`config.mk`:
```
export PLATFORM = sky130hd
export DESIGN_NAME = axi_err_slv_fsm
export DESIGN_NICKNAME = d
export VERILOG_FILES = /design/src/rtl/axi_err_slv_fsm.sv
export SDC_FILE = /design/constraint.sdc
export NUM_CORES = 1
export LEC_CHECK = 0
export CAP_MARGIN = 20
export CELL_PAD_IN_SITES_DETAIL_PLACEMENT = 1
export CELL_PAD_IN_SITES_GLOBAL_PLACEMENT = 2
export CORE_ASPECT_RATIO = 1.25
export CORE_UTILIZATION = 24
export CTS_BUF_LIST = sky130_fd_sc_hd__clkbuf_16
export DETAILED_ROUTE_END_ITERATION = 8
export PLACE_DENSITY_LB_ADDON = 0.2
export SLEW_MARGIN = 25
export SYNTH_ARGS = -nofsm -noshare
export SYNTH_HDL_FRONTEND = slang
export SYNTH_SLANG_ARGS = --single-unit
export TNS_END_PERCENT = 1
```
`constraint.sdc`:
```
create_clock -name clk_i -period 3.8 [get_ports clk_i]
set_input_delay 0.38 -clock clk_i [delete_from_list [all_inputs] [get_ports clk_i]]
set_output_delay 0.38 -clock clk_i [all_outputs]
set_load 0.05 [all_outputs]
```
`src/rtl/axi_err_slv_fsm.sv`:
```
// Terminating AXI error slave: accepts every request, drains write bursts and
// answers B and R with a fixed error response and burst-correct R beats.

package axi_err_pkg;
    localparam int unsigned IdWidth   = 4;
    localparam int unsigned AddrWidth = 32;
    localparam int unsigned DataWidth = 64;
    localparam int unsigned UserWidth = 1;

    typedef struct packed {
        logic [IdWidth-1:0]   id;
        logic [AddrWidth-1:0] addr;
        logic [7:0]           len;
        logic [2:0]           size;
        logic [1:0]           burst;
        logic                 lock;
        logic [3:0]           cache;
        logic [2:0]           prot;
        logic [3:0]           qos;
        logic [3:0]           region;
        logic [5:0]           atop;
        logic [UserWidth-1:0] user;
    } aw_chan_t;

    typedef struct packed {
        logic [DataWidth-1:0]   data;
        logic [DataWidth/8-1:0] strb;
        logic                   last;
        logic [UserWidth-1:0]   user;
    } w_chan_t;

    typedef struct packed {
        logic [IdWidth-1:0]   id;
        logic [1:0]           resp;
        logic [UserWidth-1:0] user;
    } b_chan_t;

    typedef struct packed {
        logic [IdWidth-1:0]   id;
        logic [AddrWidth-1:0] addr;
        logic [7:0]           len;
        logic [2:0]           size;
        logic [1:0]           burst;
        logic                 lock;
        logic [3:0]           cache;
        logic [2:0]           prot;
        logic [3:0]           qos;
        logic [3:0]           region;
        logic [UserWidth-1:0] user;
    } ar_chan_t;

    typedef struct packed {
        logic [IdWidth-1:0]   id;
        logic [DataWidth-1:0] data;
        logic [1:0]           resp;
        logic                 last;
        logic [UserWidth-1:0] user;
    } r_chan_t;

    typedef struct packed {
        aw_chan_t aw;
        logic     aw_valid;
        w_chan_t  w;
        logic     w_valid;
        logic     b_ready;
        ar_chan_t ar;
        logic     ar_valid;
        logic     r_ready;
    } req_t;

    typedef struct packed {
        logic    aw_ready;
        logic    ar_ready;
        logic    w_ready;
        b_chan_t b;
        logic    b_valid;
        r_chan_t r;
        logic    r_valid;
    } resp_t;
endpackage

// Registered (non fall-through) FIFO with occupancy counter.
module axi_err_fifo #(
    parameter int unsigned Width = 8,
    parameter int unsigned Depth = 4
) (
    input  logic             clk_i,
    input  logic             rst_ni,
    input  logic             push,
    input  logic [Width-1:0] wdata,
    input  logic             pop,
    output logic [Width-1:0] rdata,
    output logic             full,
    output logic             empty
);
    localparam int unsigned PtrW = (Depth > 1) ? $clog2(Depth) : 1;
    localparam int unsigned CntW = $clog2(Depth + 1);

    logic [Width-1:0] mem [Depth];
    logic [PtrW-1:0]  wr_ptr, rd_ptr;
    logic [CntW-1:0]  count;

    assign full  = (count == CntW'(Depth));
    assign empty = (count == '0);
    assign rdata = mem[rd_ptr];

    always_ff @(posedge clk_i) begin
        if (push) begin
            mem[wr_ptr] <= wdata;
        end
    end

    always_ff @(posedge clk_i or negedge rst_ni) begin
        if (!rst_ni) begin
            wr_ptr <= '0;
            rd_ptr <= '0;
            count  <= '0;
        end else begin
            if (push) begin
                wr_ptr <= (wr_ptr == PtrW'(Depth - 1)) ? '0 : wr_ptr + 1'b1;
            end
            if (pop) begin
                rd_ptr <= (rd_ptr == PtrW'(Depth - 1)) ? '0 : rd_ptr + 1'b1;
            end
            case ({push, pop})
                2'b10:   count <= count + 1'b1;
                2'b01:   count <= count - 1'b1;
                default: count <= count;
            endcase
        end
    end
endmodule

// R FSM states:
//   state  | meaning
//   R_IDLE | no burst in flight; load the next queued AR if one is waiting
//   R_SEND | driving R beats for id_q; cnt_q beats remain after the current one
module axi_err_slv_fsm #(
    parameter type         req_t    = axi_err_pkg::req_t,
    parameter type         resp_t   = axi_err_pkg::resp_t,
    parameter logic [1:0]  Resp     = 2'b11,
    parameter logic [63:0] RespData = 64'hCA11AB1EBADCAB1E,
    parameter int unsigned MaxTrans = 4
) (
    input  logic  clk_i,
    input  logic  rst_ni,
    input  req_t  slv_req_i,
    output resp_t slv_resp_o
);
    localparam int unsigned IdW   = axi_err_pkg::IdWidth;
    localparam int unsigned DataW = axi_err_pkg::DataWidth;

    typedef enum logic {R_IDLE, R_SEND} r_state_e;

    r_state_e state_q, state_d;
    logic [IdW-1:0] id_q, id_d;
    logic [7:0]     cnt_q, cnt_d;

    logic           wfifo_full, wfifo_empty, wfifo_pop;
    logic [IdW-1:0] wfifo_rdata;
    logic           bfifo_full, bfifo_empty, bfifo_pop;
    logic [IdW-1:0] bfifo_rdata;
    logic           rfifo_full, rfifo_empty, rfifo_pop;
    logic [IdW+7:0] rfifo_rdata;

    logic aw_ready, w_ready, ar_ready;
    logic aw_hs, w_hs, ar_hs;
    logic b_valid, r_valid, r_last;

    assign aw_ready  = !wfifo_full;
    assign w_ready   = !wfifo_empty && !bfifo_full;
    assign ar_ready  = !rfifo_full;
    assign aw_hs     = slv_req_i.aw_valid && aw_ready;
    assign w_hs      = slv_req_i.w_valid && w_ready;
    assign ar_hs     = slv_req_i.ar_valid && ar_ready;
    assign wfifo_pop = w_hs && slv_req_i.w.last;
    assign b_valid   = !bfifo_empty;
    assign bfifo_pop = b_valid && slv_req_i.b_ready;

    axi_err_fifo #(.Width(IdW), .Depth(MaxTrans)) i_wfifo (
        .clk_i (clk_i),
        .rst_ni(rst_ni),
        .push  (aw_hs),
        .wdata (slv_req_i.aw.id),
        .pop   (wfifo_pop),
        .rdata (wfifo_rdata),
        .full  (wfifo_full),
        .empty (wfifo_empty)
    );

    // The write ID moves to the B queue only once its whole burst is consumed.
    axi_err_fifo #(.Width(IdW), .Depth(2)) i_bfifo (
        .clk_i (clk_i),
        .rst_ni(rst_ni),
        .push  (wfifo_pop),
        .wdata (wfifo_rdata),
        .pop   (bfifo_pop),
        .rdata (bfifo_rdata),
        .full  (bfifo_full),
        .empty (bfifo_empty)
    );

    axi_err_fifo #(.Width(IdW + 8), .Depth(MaxTrans)) i_rfifo (
        .clk_i (clk_i),
        .rst_ni(rst_ni),
        .push  (ar_hs),
        .wdata ({slv_req_i.ar.id, slv_req_i.ar.len}),
        .pop   (rfifo_pop),
        .rdata (rfifo_rdata),
        .full  (rfifo_full),
        .empty (rfifo_empty)
    );

    always_ff @(posedge clk_i or negedge rst_ni) begin
        if (!rst_ni) begin
            state_q <= R_IDLE;
            id_q    <= '0;
            cnt_q   <= '0;
        end else begin
            state_q <= state_d;
            id_q    <= id_d;
            cnt_q   <= cnt_d;
        end
    end

    always_comb begin
        state_d   = state_q;
        id_d      = id_q;
        cnt_d     = cnt_q;
        rfifo_pop = 1'b0;
        r_valid   = 1'b0;
        r_last    = 1'b0;
        case (state_q)
            R_IDLE: begin
                if (!rfifo_empty) begin
                    rfifo_pop = 1'b1;
                    id_d      = rfifo_rdata[IdW+7:8];
                    cnt_d     = rfifo_rdata[7:0];
                    state_d   = R_SEND;
                end
            end
            R_SEND: begin
                r_valid = 1'b1;
                r_last  = (cnt_q == 8'd0);
                if (slv_req_i.r_ready) begin
                    if (r_last) begin
                        state_d = R_IDLE;
                    end else begin
                        cnt_d = cnt_q - 8'd1;
                    end
                end
            end
            default: state_d = R_IDLE;
        endcase
    end

    // Payload fields stay zero whenever their valid is low.
    always_comb begin
        slv_resp_o          = '0;
        slv_resp_o.aw_ready = aw_ready;
        slv_resp_o.ar_ready = ar_ready;
        slv_resp_o.w_ready  = w_ready;
        slv_resp_o.b_valid  = b_valid;
        slv_resp_o.r_valid  = r_valid;
        if (b_valid) begin
            slv_resp_o.b.id   = bfifo_rdata;
            slv_resp_o.b.resp = Resp;
        end
        if (r_valid) begin
            slv_resp_o.r.id   = id_q;
            slv_resp_o.r.data = DataW'(RespData);
            slv_resp_o.r.resp = Resp;
            slv_resp_o.r.last = r_last;
        end
    end

    logic unused_req_fields;
    assign unused_req_fields = ^{slv_req_i.aw, slv_req_i.w, slv_req_i.ar};

    a_max_trans: assert property (@(posedge clk_i) MaxTrans >= 1);

    a_b_stable: assert property (@(posedge clk_i) disable iff (!rst_ni)
        (b_valid && !slv_req_i.b_ready) |=> (b_valid && $stable(slv_resp_o.b)));

    a_r_stable: assert property (@(posedge clk_i) disable iff (!rst_ni)
        (r_valid && !slv_req_i.r_ready) |=> (r_valid && $stable(slv_resp_o.r)));

    a_no_orphan_w: assert property (@(posedge clk_i) disable iff (!rst_ni)
        w_hs |-> !wfifo_empty);
endmodule

```
After elaboration in Yosys (flattened, before gate mapping) --
Memory sizes are Yosys's and may differ from the RTL's. Cells that the tools add are included.
Operators by class: add/sub/neg operators 13, multipliers 0, divide/modulo/power cells 0, order comparisons 0, equality and inequality tests 16, shift-type cells 0, mux-type cells 28, bitwise gates (word level) 2, reductions and logical operators 20
Operators by type and width (number):
- $mux 71 | 1
- $mux 8 | 3
- $eq 2x2->1 const B | 8
- $pmux 8 s2 | 1
- $mux 1 | 14
- $pmux 3 s2 | 2
- $add 2x1->2 const B | 5
- $logic_not 8->1 | 1
- $mux 2 | 4
- $sub 8x1->8 const B | 1
- $add 3x1->3 const B | 2
- $eq 2x1->1 const B | 3
- $eq 3x3->1 const B | 2
- $logic_and 1x1->1 | 6
- $logic_not 3->1 | 2
- $mux 6 | 1
- $ne 2x2->1 const B | 3
- $reduce_bool 2->1 | 3
- $sub 3x1->3 const B | 2
- $logic_not 1->1 | 5
- $pmux 2 s2 | 1
- $reduce_and 3->1 | 1
- $add 1x1->1 const B | 2
- $logic_not 2->1 | 1
- 4 further kinds | 5
Storage, ports and cells: bits in registers 31, latch bits 0, memory bits (writable) 72, bits in read-only memories 0, input bits 219, output and inout port bits 84, word-level logic and storage cells 94, memories kept 3
Memories:
- i_rfifo.mem | depth 4, bits a word 12, read ports 1, clocked after memory_dff 0, wr ports 1, line 99 | logic [Width-1:0] mem [Depth];
- i_wfifo.mem | depth 4, bits a word 4, read ports 1, clocked after memory_dff 0, wr ports 1, line 99
- i_bfifo.mem | depth 2, bits a word 4, read ports 1, clocked after memory_dff 0, wr ports 1, line 99

Depth between registers and ports, before layout --
Gate-level depths: netlist (run 1).
depth after elaboration 7, gate-level depth with buffers 10, mapped depth without buffers 10

Hierarchy --
A second synthesis (run 1) with hierarchy kept.
Second synthesis, totals: cell total of the unflattened synthesis 354, area total of the unflattened synthesis 5086.1 µm²
By module, submodules not included:
- axi_err_fifo at i_rfifo | instances 1, cells an instance 101, area an instance 2178.3 µm², sequential area each 1616.6 µm²
- axi_err_slv_fsm | instances 1, cells an instance 166, area an instance 1438.9 µm², sequential area each 325.3 µm²
- axi_err_fifo at i_wfifo | instances 1, cells an instance 59, area an instance 997.2 µm², sequential area each 655.6 µm²
- axi_err_fifo at i_bfifo | instances 1, cells an instance 28, area an instance 471.7 µm², sequential area each 340.3 µm²

Worst setup path before layout (run 1) --
Ideal clock, no wire load.
path type register to register, start reg state_q, end reg cnt_q[4], library setup time 0.126 ns, arrival time 2.804 ns, required time 3.674 ns, setup slack 0.870 ns, cell stages (with the launch flop) 5, path buffers 0, clock period less this slack 2.930 ns, path through dfrtp_1 clkinv_1 nor4b_4 o31ai_1 a221o_1
Between the ends: longest elaborated chain between the ends 3, elaborated cells on any way between the ends 6, those cells by class eq/ne (3); mux (1); bitwise (1); reduce/logical (1)
Ends and longest elaborated chain:
- start, declared | line 155 | r_state_e state_q, state_d;
- start signal, assigned | line 220 | state_q <= state_d;
- $not 1->1 (no source line)
- $ne 2x2->1 (no source line)
- $reduce_and 3->1 (no source line)
- end signal, assigned | line 222 | cnt_q <= cnt_d;
- end, declared | line 157 | logic [7:0] cnt_q, cnt_d;
Parallel ways exist; a longest one is shown, timed or not. A chain may end at the register's enable or synchronous reset.

==> results.cfg, run 1 <==
[clock_tree]
cts_inserted_buffers = 9
hold_buffers = 0
cts-root-buf = clkbuf_16
path_clk_slew_ns = 0.08
clk_latency_ns = 0.35
cts_tree = built
cts_buffer_depth = 2
clock-sinks = 103
cts_resized = 0
h-tree-depth = 3
postCtsSetupBuffers = 0

[yosys]
yosys_register_bits = 103
synth_area_sq_um = 5060
ys_seq_area_share_pct = 58.0
async_flop_share_pct = 30.1
syn_avg_cell_area_sq_um = 13.8
ys_types = 47
synthDominantCellAreaShare_pct = 42.7
synth_commonest_cells = buf_4, edfxtp_1, dfrtp_1, nand2_1, inv_1
synth_ff_type = edfxtp_1
ys_warn_count = 0
synth_largest_area_cell = edfxtp_1
yosysMostFrequentCell = buf_4
syn_inst = 366
synth_edf_count = 72
yosys-top-cells-area = edfxtp_1, dfrtp_1, buf_4

[critical_path]
crit_slowest_cell = dfrtp_1
cp.required_ns = 3.42
reg2reg_to = cnt_q[4]
critical_path_buf_inv_count = 2
critical_path_class = reg -> out
slowest_delay_ns = 0.78
reg2reg_slack_ns = 1.15
cp_cell_sequence = clkinv_1 -> nor4b_4 -> buf_12
critPathLaunchType = flip-flop
r2r_cells = 4
worstReg2RegStart = state_q
path_max_fanout = 20
crit_family = flip-flops
cp-end-kind = primary output
worst_ep_arrival_time_ns = 2.61

[placement]
place_area_sq_um = 5690
port-buffer-count = 75
gp_congestion = 0.664
dp_hpwl_um = 7190

[timing]
setup_viol = 0
maxSlewViolCount = 0
tns_ns = 0
rsz0062_at_grt = no
fin_worst_skew_ns = 0.0118
fmaxAchievable_mhz = 334
worstMarginPinSlew_ns = 0.780
fin_crit_ns = 2.99
period_share_pct = 78.7
slew_headroom_pct = 48.0
hold_viol = 0

[floorplan]
dieArea_sq_um = 21700
initial_utilization_pct = 24.4
die_h_um = 164
die_x_um = 132
rows = 59
num_io_pins = 303
core_sq_um = 20700

[drt]
drc = 0
drt_wl_total_um = 10000
drt_first_pass_iters = 4
ant_nets = 0
wl_per_cell_um = 14.7
drt_first_iter_violations = 52
vias = 2750
drt-vias-per-instance = 4.02

[run]
maxCapViolCount = 0

[pwr]
pwr_density_cell_nw_per_um2 = 642
irDropWorstVdd_mv = 0.278
leakage_uw = 0.00228

[layout]
nNetsFinal = 641
drive_above_1_share_pct = 12.7
area_growth_pct = 18.7
antennaDiodeCount = 0
final_area_sq_um = 6010
fin_util_pct = 29.0

[global_route]
grt_pass1_wl_um = 15800
grt_pass1_vias = 2861
grt_max_degree = 32
gr-total-overflow = 0
grt_usage_pct = 9.79
antenna_found_initial = 0

[run_status]
status = completed

[min_path]
hold_path_class = in -> async
-- registers in the layout (all words and copies together) (netlist names) --
register,cells
i_bfifo.wr_ptr,1
i_bfifo.rd_ptr,1
i_wfifo.rd_ptr,2
i_wfifo.mem,16
i_bfifo.count,2
state_q,1
i_rfifo.rd_ptr,2
cnt_q,8
i_rfifo.mem,48
i_rfifo.wr_ptr,2
i_rfifo.count,3
i_wfifo.count,3
i_wfifo.wr_ptr,2
id_q,4
i_bfifo.mem,8
-- metrics by stage --
step / hold slack (ns) / worst slack (ns) / cells / total power [uW]
3_3_place_gp: 0.479 / 1.09 / 668 / 2880
2_1_floorplan: 0.0844 / 0.870 / 397 / 2600
4_1_cts: 0.457 / 0.715 / 684 / 3930
5_1_grt: 0.479 / 0.578 / 684 / 4090
6_report: 0.427 / 0.808 / 684 / 3860
3_5_place_dp: 0.489 / 1.08 / 668 / 2920
-- worst max path at each step --
| stage | end | slack, ns | cells past startpoint | from |
|---|---|---|---|---|
| final | slv_resp_o[2] | 0.81 | 3 | state_q |
| after floorplan | cnt_q[4] | 0.87 | 4 | state_q |
| after global routing | slv_resp_o[2] | 0.58 | 3 | state_q |
| after CTS | slv_resp_o[2] | 0.72 | 3 | state_q |
| after global placement | cnt_q[4] | 1.09 | 4 | state_q |
| after detailed placement | cnt_q[4] | 1.08 | 4 | state_q |
-- cells by family (layout without fill, tap and decap cells) --
logic type | after synthesis | after routing | share of synthesized area, %
flops | 103 | 103 | 58.0
buf+inv | 102 | 115 | 13.8
simple gates | 78 | 78 | 8.35
mux | 28 | 28 | 9.71
compound gates | 26 | 26 | 3.61
fa+ha+maj | 17 | 17 | 4.50
xor+xnor | 11 | 11 | 1.90
other cells | 1 | 32 | 0.0741
-- power by group --
group	leakage [uW]	switching, uW	total (uW)	internal, uW
clock network	0.000159	467	1000	535
registers	0.00103	197	1710	1510
logic	0.00109	701	1150	451
-- layer usage --
| metal | GRT usage [%] | up-vias | share of wire, % |
|---|---|---|---|
| met1 | 10.6 | 1362 | 41 |
| met4 | 4.23 | 0 | 1.8 |
| met5 | 0 | - | 0 |
| met2 | 18.0 | 105 | 52 |
| met3 | 2.55 | 13 | 5.5 |
| li1 | - | 1270 | - |
-- placed cells by master (no fill, tap or decap), types with 9 or more instances in the layout --
| master | instances |
|---|---|
| conb_1 | 32 |
| ha_1 | 15 |
| edfxtp_1 | 72 |
| clkbuf_16 | 9 |
| nor2_1 | 17 |
| mux4_2 | 15 |
| dfrtp_1 | 31 |
| nand2_1 | 21 |
| clkdlybuf4s50_1 | 74 |
| inv_1 | 18 |
-- cell type report --
| class | instances | area, sq um |
|---|---|---|
| fillers | 2260 | 14700 |
| flip-flops and latches | 103 | 2940 |
| multi-input cells | 192 | 1540 |
| repair buffers | 79 | 791 |
| well taps | 274 | 343 |
| clock buffers | 9 | 225 |
| clock inverters | 7 | 97.6 |
| inverters | 20 | 75.1 |
-- worst register-to-register path: stages, from the launching register on --
cell and delay [ns]:
dfrtp_1 0.78, clkinv_1 0.48, nor4b_4 0.78, o31ai_1 0.18, a221o_1 0.32
No activity file was read; power rests on OpenSTA's default activity.
==> run 2: changes to the inputs <==
--- a/config.mk
+++ b/config.mk
@@ -9,7 +9,7 @@
 export CELL_PAD_IN_SITES_DETAIL_PLACEMENT = 1
 export CELL_PAD_IN_SITES_GLOBAL_PLACEMENT = 2
 export CORE_ASPECT_RATIO = 1.25
-export CORE_UTILIZATION = 24
+export CORE_UTILIZATION = 20
 export CTS_BUF_LIST = sky130_fd_sc_hd__clkbuf_16
 export DETAILED_ROUTE_END_ITERATION = 8
 export PLACE_DENSITY_LB_ADDON = 0.2
==> constraint.sdc (replaced) <==
create_clock -name clk_i -period 2.7 [get_ports clk_i]
set_input_delay 0.27 -clock clk_i [delete_from_list [all_inputs] [get_ports clk_i]]
set_output_delay 0.27 -clock clk_i [all_outputs]
set_load 0.05 [all_outputs]
==> run 2 against run 1 <==
  * Register-to-register slack worse by 0.70 ns
  * Routed wire length up 2.2%
  * Sequential power up 40%
  * Cell count up 9.1%
  * Clock-buffer cell count unchanged
  * Cell area up 1.1%
  * Worst setup slack worse by 0.57 ns
  * Core utilization down 4.3 points
  * Flip-flop and latch count unchanged
  * Critical path type unchanged
  * Critical endpoint unchanged
==> results.cfg, run 2 (synthesis results as in run 1) <==
[placement]
dp.cells = 730
dp_hpwl_um = 7310
place_area_sq_um = 5800
gp_congestion = 0.677
port-buffer-count = 75

[drt]
drt-vias-per-instance = 3.69
vias = 2756
drc = 0
drt_wl_total_um = 10300
wl_per_cell_um = 13.8
ant_nets = 0
drt_first_pass_iters = 4
drt_first_iter_violations = 70

[layout]
most-common-layout-cells = clkdlybuf4s50_1, edfxtp_1, conb_1, dfrtp_1, nand2_1
antennaDiodeCount = 0
final_area_sq_um = 6080
drive_above_1_share_pct = 13.9
stdcell_count = 746
fill_cells = 2763
nNetsFinal = 647
largest-register = i_rfifo.mem
area_growth_pct = 20.1
top_regs = i_rfifo.mem: 48 flops, i_wfifo.mem: 16 flops
final_common_cell = clkdlybuf4s50_1
largest_reg_flops = 48

[critical_path]
crit_slowest_cell = or4_4
critical_path_class = reg -> out
critical_path_buf_inv_count = 2
path_max_fanout = 9
slowest_delay_ns = 0.55
crit_family = simple AND/OR/NAND/NOR gates
cp.required_ns = 2.43
worst_ep_arrival_time_ns = 2.19
cp-end-kind = primary output
critPathLaunchType = flip-flop
cp_cell_sequence = or4_4 -> nor4b_4 -> buf_4 -> buf_12

[global_route]
grt_max_degree = 38
grt_usage_pct = 8.47
grt_pass1_wl_um = 16000
grt_pass1_vias = 2903
gr-total-overflow = 0
antenna_found_initial = 0

[timing]
period_share_pct = 91.1
fin_crit_ns = 2.46
setup_viol = 0
hold_viol = 0
fmaxAchievable_mhz = 407
maxSlewViolCount = 0
slew_headroom_pct = 45.3
rsz0062_at_grt = no
worstMarginPinSlew_ns = 0.820
fin_worst_skew_ns = 0.0117
tns_ns = 0

[pwr]
leakage_uw = 0.00229
irDropWorstVdd_mv = 0.271
p_total_uw = 5290
pwr_density_cell_nw_per_um2 = 869

[floorplan]
rows = 64
die_x_um = 144
die_h_um = 180
dieArea_sq_um = 26000
initial_utilization_pct = 20.5
num_io_pins = 303
core_sq_um = 24700

[clock_tree]
cts_tree = built
hold_buffers = 0
clock-sinks = 103
cts-root-buf = clkbuf_16
cts_inserted_buffers = 9
cts_resized = 0
cts_buffer_depth = 2
clk_latency_ns = 0.36
path_clk_slew_ns = 0.07
h-tree-depth = 3
postCtsSetupBuffers = 0

[run]
maxCapViolCount = 0

[min_path]
hold_path_class = in -> async

[run_status]
status = completed
-- run 2: area by class of cell --
| type | instances | area (sq um) | area share, % |
|---|---|---|---|
| Sequential cell | 103 | 2940 | 48.3 |
| Multi-Input combinational cell | 192 | 1540 | 25.4 |
| Timing Repair Buffer | 85 | 831 | 13.7 |
| Tap cell | 330 | 413 | 6.79 |
| Clock buffer | 9 | 225 | 3.70 |
| Inverter | 20 | 75.1 | 1.23 |
| Clock inverter | 7 | 55.1 | 0.906 |
-- run 2: power by group --
group          switching [uW]  internal (uW)
clock                     619            636
combinational             987            652
sequential                271           2120
-- run 2: final timing paths --
check                                       from               end  slack (ns)  cells past startpoint
worst min-delay path                      rst_ni          cnt_q[0]       0.002                      1
min in group clk_i                       id_q[1]           id_q[1]        0.47                      2
max in group asynchronous                 rst_ni           state_q        2.14                      1
worst min register to register           id_q[1]           id_q[1]        0.47                      2
worst max-delay path                    cnt_q[4]     slv_resp_o[2]        0.24                      4
worst max register to register  i_bfifo.count[0]  i_wfifo.count[2]        0.45                     10
-- run 2: metrics by stage --
step	hold WS, ns	setup WS (ns)	util, %
global placement	0.423	0.486	23.5
finish	0.00161	0.241	24.7
floorplan	-0.0256	0.215	-
detailed placement	0.423	0.437	23.5
global route	0.0643	0.109	24.7
CTS	0.0394	0.196	24.7
-- run 2: per-layer routing --
layer / vias up / part of all wire, % / track usage [%]
li1: 1280 / - / -
met1: 1357 / 42 / 9.53
met2: 107 / 51 / 14.8
met3: 12 / 4.9 / 2.24
met4: 0 / 1.9 / 3.75
met5: - / 0 / 0
-- run 2: worst register-to-register path, stage by stage, from the launching register on --
cell and delay (ns):
dfrtp_1 0.41, inv_1 0.07, a21oi_1 0.21, nand3_1 0.21, inv_1 0.20, ha_1 0.21, inv_1 0.07, fa_1 0.38
xor2_1 0.15, nor2_1 0.12, xor2_1 0.15
==> run 3: changes to the inputs <==
--- a/config.mk
+++ b/config.mk
@@ -9,7 +9,7 @@
 export CELL_PAD_IN_SITES_DETAIL_PLACEMENT = 1
 export CELL_PAD_IN_SITES_GLOBAL_PLACEMENT = 2
 export CORE_ASPECT_RATIO = 1.25
-export CORE_UTILIZATION = 20
+export CORE_UTILIZATION = 24
 export CTS_BUF_LIST = sky130_fd_sc_hd__clkbuf_16
 export DETAILED_ROUTE_END_ITERATION = 8
 export PLACE_DENSITY_LB_ADDON = 0.2
==> constraint.sdc (replaced) <==
create_clock -name clk_i -period 2.95 [get_ports clk_i]
set_input_delay 0.295 -clock clk_i [delete_from_list [all_inputs] [get_ports clk_i]]
set_output_delay 0.295 -clock clk_i [all_outputs]
set_load 0.05 [all_outputs]
==> run 3 against run 2 <==
  * Die area shrank 16%
  * First-iteration DRC count shrank 13%
  * Critical path depth is the same
  * Non-clock buffer count shrank 3
  * Critical endpoint unchanged
  * Worst hold slack gained 0.34 ns
==> results.cfg, run 3 (synthesis results as in run 1) <==
[layout]
most-common-layout-cells = clkdlybuf4s50_1, edfxtp_1, conb_1, dfrtp_1, nand2_1
nNetsFinal = 644
drive_above_1_share_pct = 13.6
stdcell_count = 687
largest_reg_flops = 48
antennaDiodeCount = 0
fill_cells = 2271
top_regs = i_rfifo.mem: 48 flops, i_wfifo.mem: 16 flops
final_common_cell = clkdlybuf4s50_1
area_growth_pct = 18.9
largest-register = i_rfifo.mem

[pwr]
pwr_density_cell_nw_per_um2 = 815
leakage_uw = 0.00229
irDropWorstVdd_mv = 0.393

[drt]
drt_wl_total_um = 10100
drc = 0
wl_per_cell_um = 14.6
ant_nets = 0
drt_first_pass_iters = 4
vias = 2772
drt-vias-per-instance = 4.03
drt_first_iter_violations = 61

[critical_path]
reg2reg_slack_ns = 0.71
crit_family = buffers and inverters
reg2reg_to = i_wfifo.count[2]
worstReg2RegStart = i_bfifo.count[0]
slowest_delay_ns = 0.61
r2r_cells = 10
critical_path_class = reg -> out
worst_ep_arrival_time_ns = 2.29
critical_path_buf_inv_count = 3
cp_cell_sequence = clkinv_1 -> nor4b_4 -> buf_4 -> buf_12
critPathLaunchType = flip-flop
crit_slowest_cell = dfrtp_1
cp-end-kind = primary output
path_max_fanout = 15
cp.required_ns = 2.65

[clock_tree]
cts_tree = built
clk_latency_ns = 0.36
cts_buffer_depth = 2
clock-sinks = 103
postCtsSetupBuffers = 0
hold_buffers = 0
h-tree-depth = 3
cts-root-buf = clkbuf_16
cts_inserted_buffers = 9
path_clk_slew_ns = 0.08
cts_resized = 0

[global_route]
grt_usage_pct = 9.86
gr-total-overflow = 0
antenna_found_initial = 0
grt_max_degree = 36
grt_pass1_wl_um = 16000
grt_pass1_vias = 2963

[run_status]
status = completed

[timing]
fmaxAchievable_mhz = 387
rsz0062_at_grt = no
slew_headroom_pct = 50.7
setup_viol = 0
fin_crit_ns = 2.59
hold_viol = 0
worstMarginPinSlew_ns = 0.739
fin_worst_skew_ns = 0.0106
tns_ns = 0
period_share_pct = 87.7
maxSlewViolCount = 0

[floorplan]
rows = 59
dieArea_sq_um = 21700
initial_utilization_pct = 24.4
core_sq_um = 20700
die_x_um = 132
num_io_pins = 303
die_h_um = 164

[min_path]
hold_path_class = in -> async

[run]
maxCapViolCount = 0

[placement]
dp_hpwl_um = 7380
gp_congestion = 0.696
port-buffer-count = 75
dp.cells = 671
[run 3: cell count changes in the layout (fill, tap and decap cells not counted), moves of 2 or more]
cell      previous run  this run
clkinv_8             0         3
inv_6                0         2
buf_4               10         8
clkinv_1             4         2
[run 3: worst register-to-register path, stage by stage, from the launching register on]
cell and delay (ns):
dfrtp_1 0.42, inv_1 0.06, a21oi_1 0.21, nand3_1 0.21, inv_1 0.20, ha_1 0.21, inv_1 0.06, fa_1 0.37
xor2_1 0.15, nor2_1 0.12, xor2_1 0.15
[run 3: worst max-delay path by stage]
stage / start / end / slack (ns) / depth (start not counted)
finish: state_q / slv_resp_o[2] / 0.36 / 4
global route: state_q / slv_resp_o[2] / 0.19 / 4
floorplan: state_q / cnt_q[4] / 0.02 / 4
global placement: state_q / slv_resp_o[2] / 0.66 / 4
CTS: state_q / slv_resp_o[2] / 0.28 / 4
detailed placement: state_q / slv_resp_o[2] / 0.66 / 4
[run 3: layer usage]
layer / vias to the layer above / part of all wire [%] / global-route usage (%)
met5: - / 0 / 0
met1: 1377 / 42 / 11.1
met2: 107 / 51 / 17.6
met4: 0 / 2.4 / 4.70
li1: 1273 / - / -
met3: 15 / 4.9 / 2.42
[run 3: per-stage QoR]
| stage | area, sq um | setup slack [ns] | total power (uW) | hold WS, ns | util (%) |
|---|---|---|---|---|---|
| 2_1_floorplan | 5180 | 0.0199 | 3350 | -0.000591 | - |
| 3_3_place_gp | 5710 | 0.655 | 3710 | 0.464 | 27.5 |
| 3_5_place_dp | 5710 | 0.664 | 3750 | 0.470 | 27.5 |
| 4_1_cts | 6020 | 0.281 | 5010 | 0.353 | 29.0 |
| 5_1_grt | 6020 | 0.194 | 5220 | 0.380 | 29.0 |
| 6_report | 6020 | 0.363 | 4910 | 0.338 | 29.0 |
[run 3: cell type report]
| type | instances | area [sq um] | area share [%] |
|---|---|---|---|
| Sequential cell | 103 | 2940 | 48.8 |
| Clock inverter | 7 | 86.3 | 1.43 |
| Timing Repair Buffer | 82 | 811 | 13.5 |
| Tap cell | 274 | 343 | 5.70 |
| Multi-Input combinational cell | 192 | 1540 | 25.6 |
| Clock buffer | 9 | 225 | 3.74 |
| Inverter | 20 | 75.1 | 1.25 |
[run 3: where the power goes]
group          switching [uW]  internal [uW]  total [uW]
Clock                     621            609        1230
Combinational             904            580        1480
Sequential                251           1940        2200
Total                    1780           3130        4910
